--- src/rtl/text_console_writer.sv ---
// text_console_writer
// Character-stream writer for the 40x30 text-mode display memory. Accepts
// ASCII bytes over a valid/ready handshake, tracks a cursor, interprets
// LF/CR/BS/FF, writes character codes at row*COLS+col, clears the screen
// after reset and on form feed, and scrolls up one row when the cursor
// runs past the last row. Every output is driven straight from a flop.
//
// Memory read timing: during a SCROLL_RD cycle mem_re/mem_addr are presented,
// and mem_rdata is sampled at the clock edge that ends that cycle, where it
// is registered onto mem_wdata for the following SCROLL_WR cycle.

module text_console_writer #(
  parameter int         COLS   = 40,
  parameter int         ROWS   = 30,
  parameter int         ADDR_W = 12,
  parameter logic [7:0] BLANK  = 8'h20
) (
  input  logic              clk,
  input  logic              clr,
  input  logic              char_valid,
  input  logic [7:0]        char_data,
  output logic              char_ready,
  output logic [ADDR_W-1:0] mem_addr,
  output logic [7:0]        mem_wdata,
  output logic              mem_we,
  output logic              mem_re,
  input  logic [7:0]        mem_rdata,
  output logic [5:0]        cursor_x,
  output logic [4:0]        cursor_y
);

  localparam logic [2:0] S_CLEAR      = 3'd0;
  localparam logic [2:0] S_IDLE       = 3'd1;
  localparam logic [2:0] S_WAIT       = 3'd2;
  localparam logic [2:0] S_SCROLL_RD  = 3'd3;
  localparam logic [2:0] S_SCROLL_WR  = 3'd4;
  localparam logic [2:0] S_SCROLL_CLR = 3'd5;

  localparam logic [7:0] CH_BS = 8'h08;
  localparam logic [7:0] CH_LF = 8'h0A;
  localparam logic [7:0] CH_FF = 8'h0C;
  localparam logic [7:0] CH_CR = 8'h0D;

  localparam logic [ADDR_W-1:0] ONE_A   = ADDR_W'(1);
  localparam logic [ADDR_W-1:0] COLS_A  = ADDR_W'(COLS);
  localparam logic [ADDR_W-1:0] CELLS_A = ADDR_W'(COLS * ROWS);
  localparam logic [ADDR_W-1:0] SHIFT_A = ADDR_W'((ROWS - 1) * COLS);
  localparam logic [5:0]        X_LAST  = 6'(COLS - 1);
  localparam logic [4:0]        Y_LAST  = 5'(ROWS - 1);

  logic [2:0]        state_q, state_d;
  logic [ADDR_W-1:0] cnt_q, cnt_d;        // clear index, or scroll source row offset a
  logic [5:0]        x_q, x_d;
  logic [4:0]        y_q, y_d;
  logic              ready_q, ready_d;
  logic              we_q, we_d;
  logic              re_q, re_d;
  logic [ADDR_W-1:0] addr_q, addr_d;
  logic [7:0]        wdata_q, wdata_d;
  logic              new_row;

  // Linear display address of a cursor cell.
  function automatic logic [ADDR_W-1:0] cell_addr(input logic [4:0] y, input logic [5:0] x);
    return ADDR_W'(y) * COLS_A + ADDR_W'(x);
  endfunction

  // Next-state and next-output decode; outputs are computed for the coming cycle.
  always_comb begin
    // NOTE: every variable gets a default before the case so no path leaves
    // one unassigned, which would otherwise infer a latch.
    state_d = state_q;
    cnt_d   = cnt_q;
    x_d     = x_q;
    y_d     = y_q;
    ready_d = 1'b0;
    we_d    = 1'b0;
    re_d    = 1'b0;
    addr_d  = addr_q;
    wdata_d = wdata_q;
    new_row = 1'b0;

    case (state_q)
      S_CLEAR, S_SCROLL_CLR: begin
        if (cnt_q == CELLS_A) begin
          state_d = S_IDLE;
          ready_d = 1'b1;
          cnt_d   = '0;
          if (state_q == S_CLEAR) begin
            x_d = '0;
            y_d = '0;
          end
        end else begin
          we_d    = 1'b1;
          addr_d  = cnt_q;
          wdata_d = BLANK;
          cnt_d   = cnt_q + ONE_A;
        end
      end

      S_IDLE: begin
        ready_d = 1'b1;
        if (char_valid && ready_q) begin
          ready_d = 1'b0;
          state_d = S_WAIT;
          case (char_data)
            CH_LF: new_row = 1'b1;
            CH_CR: x_d = '0;
            CH_BS: begin
              if (x_q != 6'd0) begin
                x_d     = x_q - 6'd1;
                we_d    = 1'b1;
                addr_d  = cell_addr(y_q, x_q - 6'd1);
                wdata_d = BLANK;
              end
            end
            CH_FF: begin
              state_d = S_CLEAR;
              cnt_d   = '0;
            end
            default: begin
              we_d    = 1'b1;
              addr_d  = cell_addr(y_q, x_q);
              wdata_d = char_data;
              if (x_q == X_LAST) begin
                x_d     = '0;
                new_row = 1'b1;
              end else begin
                x_d = x_q + 6'd1;
              end
            end
          endcase
          // Running off the last row keeps y on it and shifts the screen instead.
          if (new_row) begin
            if (y_q == Y_LAST) begin
              state_d = S_SCROLL_RD;
              cnt_d   = '0;
            end else begin
              y_d = y_q + 5'd1;
            end
          end
        end
      end

      S_WAIT: begin
        state_d = S_IDLE;
        ready_d = 1'b1;
      end

      S_SCROLL_RD: begin
        re_d    = 1'b1;
        addr_d  = cnt_q + COLS_A;
        state_d = S_SCROLL_WR;
      end

      S_SCROLL_WR: begin
        we_d    = 1'b1;
        addr_d  = cnt_q;
        wdata_d = mem_rdata;
        cnt_d   = cnt_q + ONE_A;
        if (cnt_q == SHIFT_A - ONE_A) begin
          state_d = S_SCROLL_CLR;
        end else begin
          state_d = S_SCROLL_RD;
        end
      end

      default: begin
        state_d = S_CLEAR;
        cnt_d   = '0;
      end
    endcase
  end

  // State and registered outputs; clr aborts any operation immediately.
  always_ff @(posedge clk or negedge clr) begin
    if (!clr) begin
      state_q <= S_CLEAR;
      cnt_q   <= '0;
      x_q     <= '0;
      y_q     <= '0;
      ready_q <= 1'b0;
      we_q    <= 1'b0;
      re_q    <= 1'b0;
      addr_q  <= '0;
      wdata_q <= '0;
    end else begin
      // NOTE: non-blocking assignments so every flop samples pre-edge values.
      state_q <= state_d;
      cnt_q   <= cnt_d;
      x_q     <= x_d;
      y_q     <= y_d;
      ready_q <= ready_d;
      we_q    <= we_d;
      re_q    <= re_d;
      addr_q  <= addr_d;
      wdata_q <= wdata_d;
    end
  end

  assign char_ready = ready_q;
  assign mem_we     = we_q;
  assign mem_re     = re_q;
  assign mem_addr   = addr_q;
  assign mem_wdata  = wdata_q;
  assign cursor_x   = x_q;
  assign cursor_y   = y_q;

endmodule

--- config.mk ---
export PLATFORM = sky130hd
export DESIGN_NAME = text_console_writer
export DESIGN_NICKNAME = d
export VERILOG_FILES = /design/src/rtl/text_console_writer.sv
export SDC_FILE = /design/constraint.sdc
export NUM_CORES = 1
export LEC_CHECK = 0
export BUFFER_PORTS_ARGS = -buffer_cell sky130_fd_sc_hd__clkbuf_2
export CORE_ASPECT_RATIO = 1.5
export CORE_MARGIN = 4
export CORE_UTILIZATION = 35
export CTS_BUF_LIST = sky130_fd_sc_hd__clkbuf_8 sky130_fd_sc_hd__clkbuf_16
export CTS_CLUSTER_DIAMETER = 200
export DETAILED_ROUTE_END_ITERATION = 12
export GPL_TIMING_DRIVEN = 0
export PLACE_DENSITY = 0.6
export SETUP_SLACK_MARGIN = 0.5
export SYNTH_ARGS = -nofsm -noshare
export SYNTH_HDL_FRONTEND = slang
export SYNTH_SLANG_ARGS = --single-unit
--- constraint.sdc ---
create_clock -name clk -period 3.07 [get_ports clk]
set_input_delay 0.4605 -clock clk [delete_from_list [all_inputs] [get_ports clk]]
set_output_delay 0.4605 -clock clk [all_outputs]
set_load 0.005 [all_outputs]
==> metrics <==
Num CTS Buffers=5; top cell type's share of synthesized area=34.71%; Rel. slew slack=approximately half; drt total wl=roughly 10000 µm; Core Box Area=about 9800 µm²; WL/cell=16.92 µm; Core Rows=44; mapped cell area=between 3000 and 4000 µm²; Hold Path Class=input pin to asynchronous set/reset pin; Slowest cell on crit path=dfrtp_2; CTS tree=yes; CP cell instances=nor3_4, nand2_4, xnor2_4, ha_4, inv_2, fa_2, nor2b_4, o21ai_2, xnor2_1, a222oi_1, a21oi_1; syn nets=~450; RSZ-0062 raised after global routing=yes; nets=~530; clk_lat worst skew=roughly 0.3 ns; Post-Route Utilization=about 45%; filler cell count=between 900 and 1000; Critical Path End Type=register; max frequency=381.5 MHz; post-route ant nets=0; setup TNS=0 ns; Final Critical Period=~2.6 ns; area leader, netlist=dfrtp_1; max cap viols=0; Worst-path clk slew=~0.070 ns; Num Clock Sinks=around 50; Int Pwr=between 1.5 and 2 mW; post-route cell area=4436 µm²; Seq pwr share=around 30%; fraction of the yosys area taken by sequential cells=between 30% and 40%; Comb power frac=between 50% and 60%; Hold Violations, Final=0; TritonRoute pass-1 iters=5; Via density=roughly 5.6; Tcrit/Tclk final=between 80% and 90%; DP Worst Slack=-0.2156 ns; detailed placement HPWL=between 7000 and 8000 µm; YS warnings=0; Distinct cells, synth=71; Residual DRC=0; Leak Pwr=1.995 nW; cell area power density=between 800 and 900 nW/µm²; fin. max-slew vios=0; r2r worst-path depth=11; antenna violations before repair=0; crit-path max cell delay=about 0.46 ns; Setup crit start kind=register; fraction of layout cells with a size suffix above 1=~28%; Post-Synthesis Mean Instance Area=around 8.5 µm²; synth-to-layout area growth=25.58%; skew final=between 0.005 and 0.006 ns; worst path arrival time=approximately 2.8 ns; most area-consuming cells after synthesis=dfrtp_1 35%, ha_1 6.4%, a21oi_1 5.1%; area post-placement=between 3000 and 4000 µm²; Cells after Synth=between 400 and 500; post-route setup slack=~0.45 ns; DRT iter0 DRCs=205; Switching Fraction=between 40 and 50%; critical path's top delay family=compound AO/OA/AOI/OAI gates; Initial Utilization=between 30% and 40%; Power Total=3.558 mW; Final Setup Violations=0; Max VDD drop=around 0.25 mV; register bit total from synthesis=between 40 and 50; largest net degree at the start of global routing=50; dominant synthesized flop cell=dfrtp_1; Sw Pwr=about 1.6 mW; internal reg-to-reg setup slack=around 0.45 ns; gr ovfl total=0; die area=about 12000 µm²; vias after detailed routing=3405; FFs w/ async S/R, synth=100.0%; R2R Path End=mem_addr[7]; die span in y=131.0 µm; status=completed; GRT Overall Usage=roughly 18%; actual slew at the worst max-slew pin=approximately 0.76 ns; htree depth=2; critical path peak fanout=6; n_diodes=0; crit path buf inv count=1; Placer Congestion=0.8416; vias in the first global route=roughly 3400; Clock Power Share=a little under a fifth; CTS Buffer Depth=2; Reg-to-Reg Start=cursor_x[1]; critical path class=register to register; Post-synth EDFFs=0; Root Buffer=clkbuf_16; Die X=~90 µm; first-pass GRT wire length=between 15000 and 20000 µm; Port Buffers=49; IO Count=53; WP data required=3.24 ns
-- cell usage after synthesis (all sizes together) (7+ instances only) --
library cell and count:
dfrtp 49, nor2 47, nand2 39, a21oi 37, o21ai 23, nand3 20, ha 18, inv 17
buf 13, clkbuf 12, o31ai 11, nor3 9, xnor2 9, a22oi 8, a31oi 8, and3 8
nand4 7
-- kinds of logic (layout without fill, tap and decap cells) --
| logic type | count (synthesis) | count (layout) | share of synthesized area, % |
|---|---|---|---|
| AO/OA/AOI/OAI | 127 | 127 | 24.23 |
| AND/OR/NAND/NOR | 160 | 160 | 23.56 |
| multiplexers | 3 | 3 | 1.134 |
| flip-flops | 49 | 49 | 34.71 |
| adder cells (fa/ha/maj) | 20 | 20 | 7.510 |
| XOR/XNOR | 14 | 14 | 3.472 |
| buffers and inverters | 42 | 120 | 5.384 |
-- power by group through the flow --
stage,Sequential [mW],Clock (mW),Combinational [mW]
2_1_floorplan,1.04,0,1.19
3_3_place_gp,1.06,0,1.73
3_5_place_dp,1.07,0,1.76
4_1_cts,1.06,0.664,1.85
5_1_grt,1.09,0.695,2.07
6_report,1.06,0.650,1.85
-- worst register-to-register path: stages, from the launching register on --
cell and delay [ns]:
dfrtp_2 0.46, nor3_4 0.29, nand2_4 0.11, xnor2_4 0.20, ha_4 0.17, inv_2 0.04
fa_2 0.36, nor2b_4 0.14, o21ai_2 0.07, xnor2_1 0.14, a222oi_1 0.40, a21oi_1 0.13
-- through the flow --
step                hold slack [ns]  instances
global placement             0.5073        579
CTS                          0.4665        604
finish                      0.07523        608
floorplan                    0.1649        415
global route                 0.1048        608
detailed placement           0.5129        579
-- sequential cells by signal, summed over array words and instances, names as in the netlist --
name and cells:
char_ready 1, mem_wdata 8, cursor_y 5, mem_addr 12, mem_we 1, cnt_q 12, mem_re 1, cursor_x 6
state_q 3
-- final cells by class --
class / count / area, µm² / share of cell area [%]
multi-input cells: 324 / 2252 / 50.78
flip-flops and latches: 49 / 1232 / 27.79
repair buffers: 70 / 419.2 / 9.450
plain buffers: 25 / 147.6 / 3.329
well taps: 115 / 143.9 / 3.244
clock buffers: 5 / 125.1 / 2.821
inverters: 17 / 68.82 / 1.551
clock inverters: 3 / 46.29 / 1.044
-- metal layers --
layer	vias up	share of wire, %	track usage (%)
met1	1639	41	20.38
li1	1676	-	-
met3	16	3.0	2.463
met2	74	53	33.45
met4	0	2.4	7.214
met5	-	0	0
-- timing repair --
action                     CTS  global route
pin swaps                   13             3
gates resized for setup     20             5
gates cloned                 0             0
hold buffers                 0             0
setup endpoints to repair    6             4
buffers inserted            17             3
-- worst max-delay path by stage --
stage                       from          end  slack (ns)  cells past startpoint
floorplan           char_data[2]  mem_addr[7]        0.42                     14
global placement    char_data[4]  mem_addr[7]       -0.14                     14
detailed placement  char_data[4]  mem_addr[7]       -0.22                     14
CTS                  cursor_x[1]  mem_addr[7]        0.46                     11
global route         cursor_x[2]  mem_addr[7]        0.35                     12
finish               cursor_x[1]  mem_addr[7]        0.45                     11
-- cell usage in the layout (no fill, tap or decap), drive strengths merged, types with 4 or more instances in the layout --
| master | n |
|---|---|
| xnor2 | 9 |
| o32ai | 4 |
| nor2 | 47 |
| xor2 | 5 |
| inv | 17 |
| nand4 | 7 |
| nor2b | 5 |
| ha | 18 |
| o21ai | 23 |
| o211ai | 6 |
| a21oi | 37 |
| buf | 35 |
| nor3 | 9 |
| a31oi | 8 |
| nand3 | 20 |
| o31ai | 11 |
| dfrtp | 49 |
| nand2b | 4 |
| clkbuf | 65 |
| and3 | 8 |
| a21o | 5 |
| nand2 | 39 |
| a22oi | 8 |
Power figures use the tool's default switching activity.
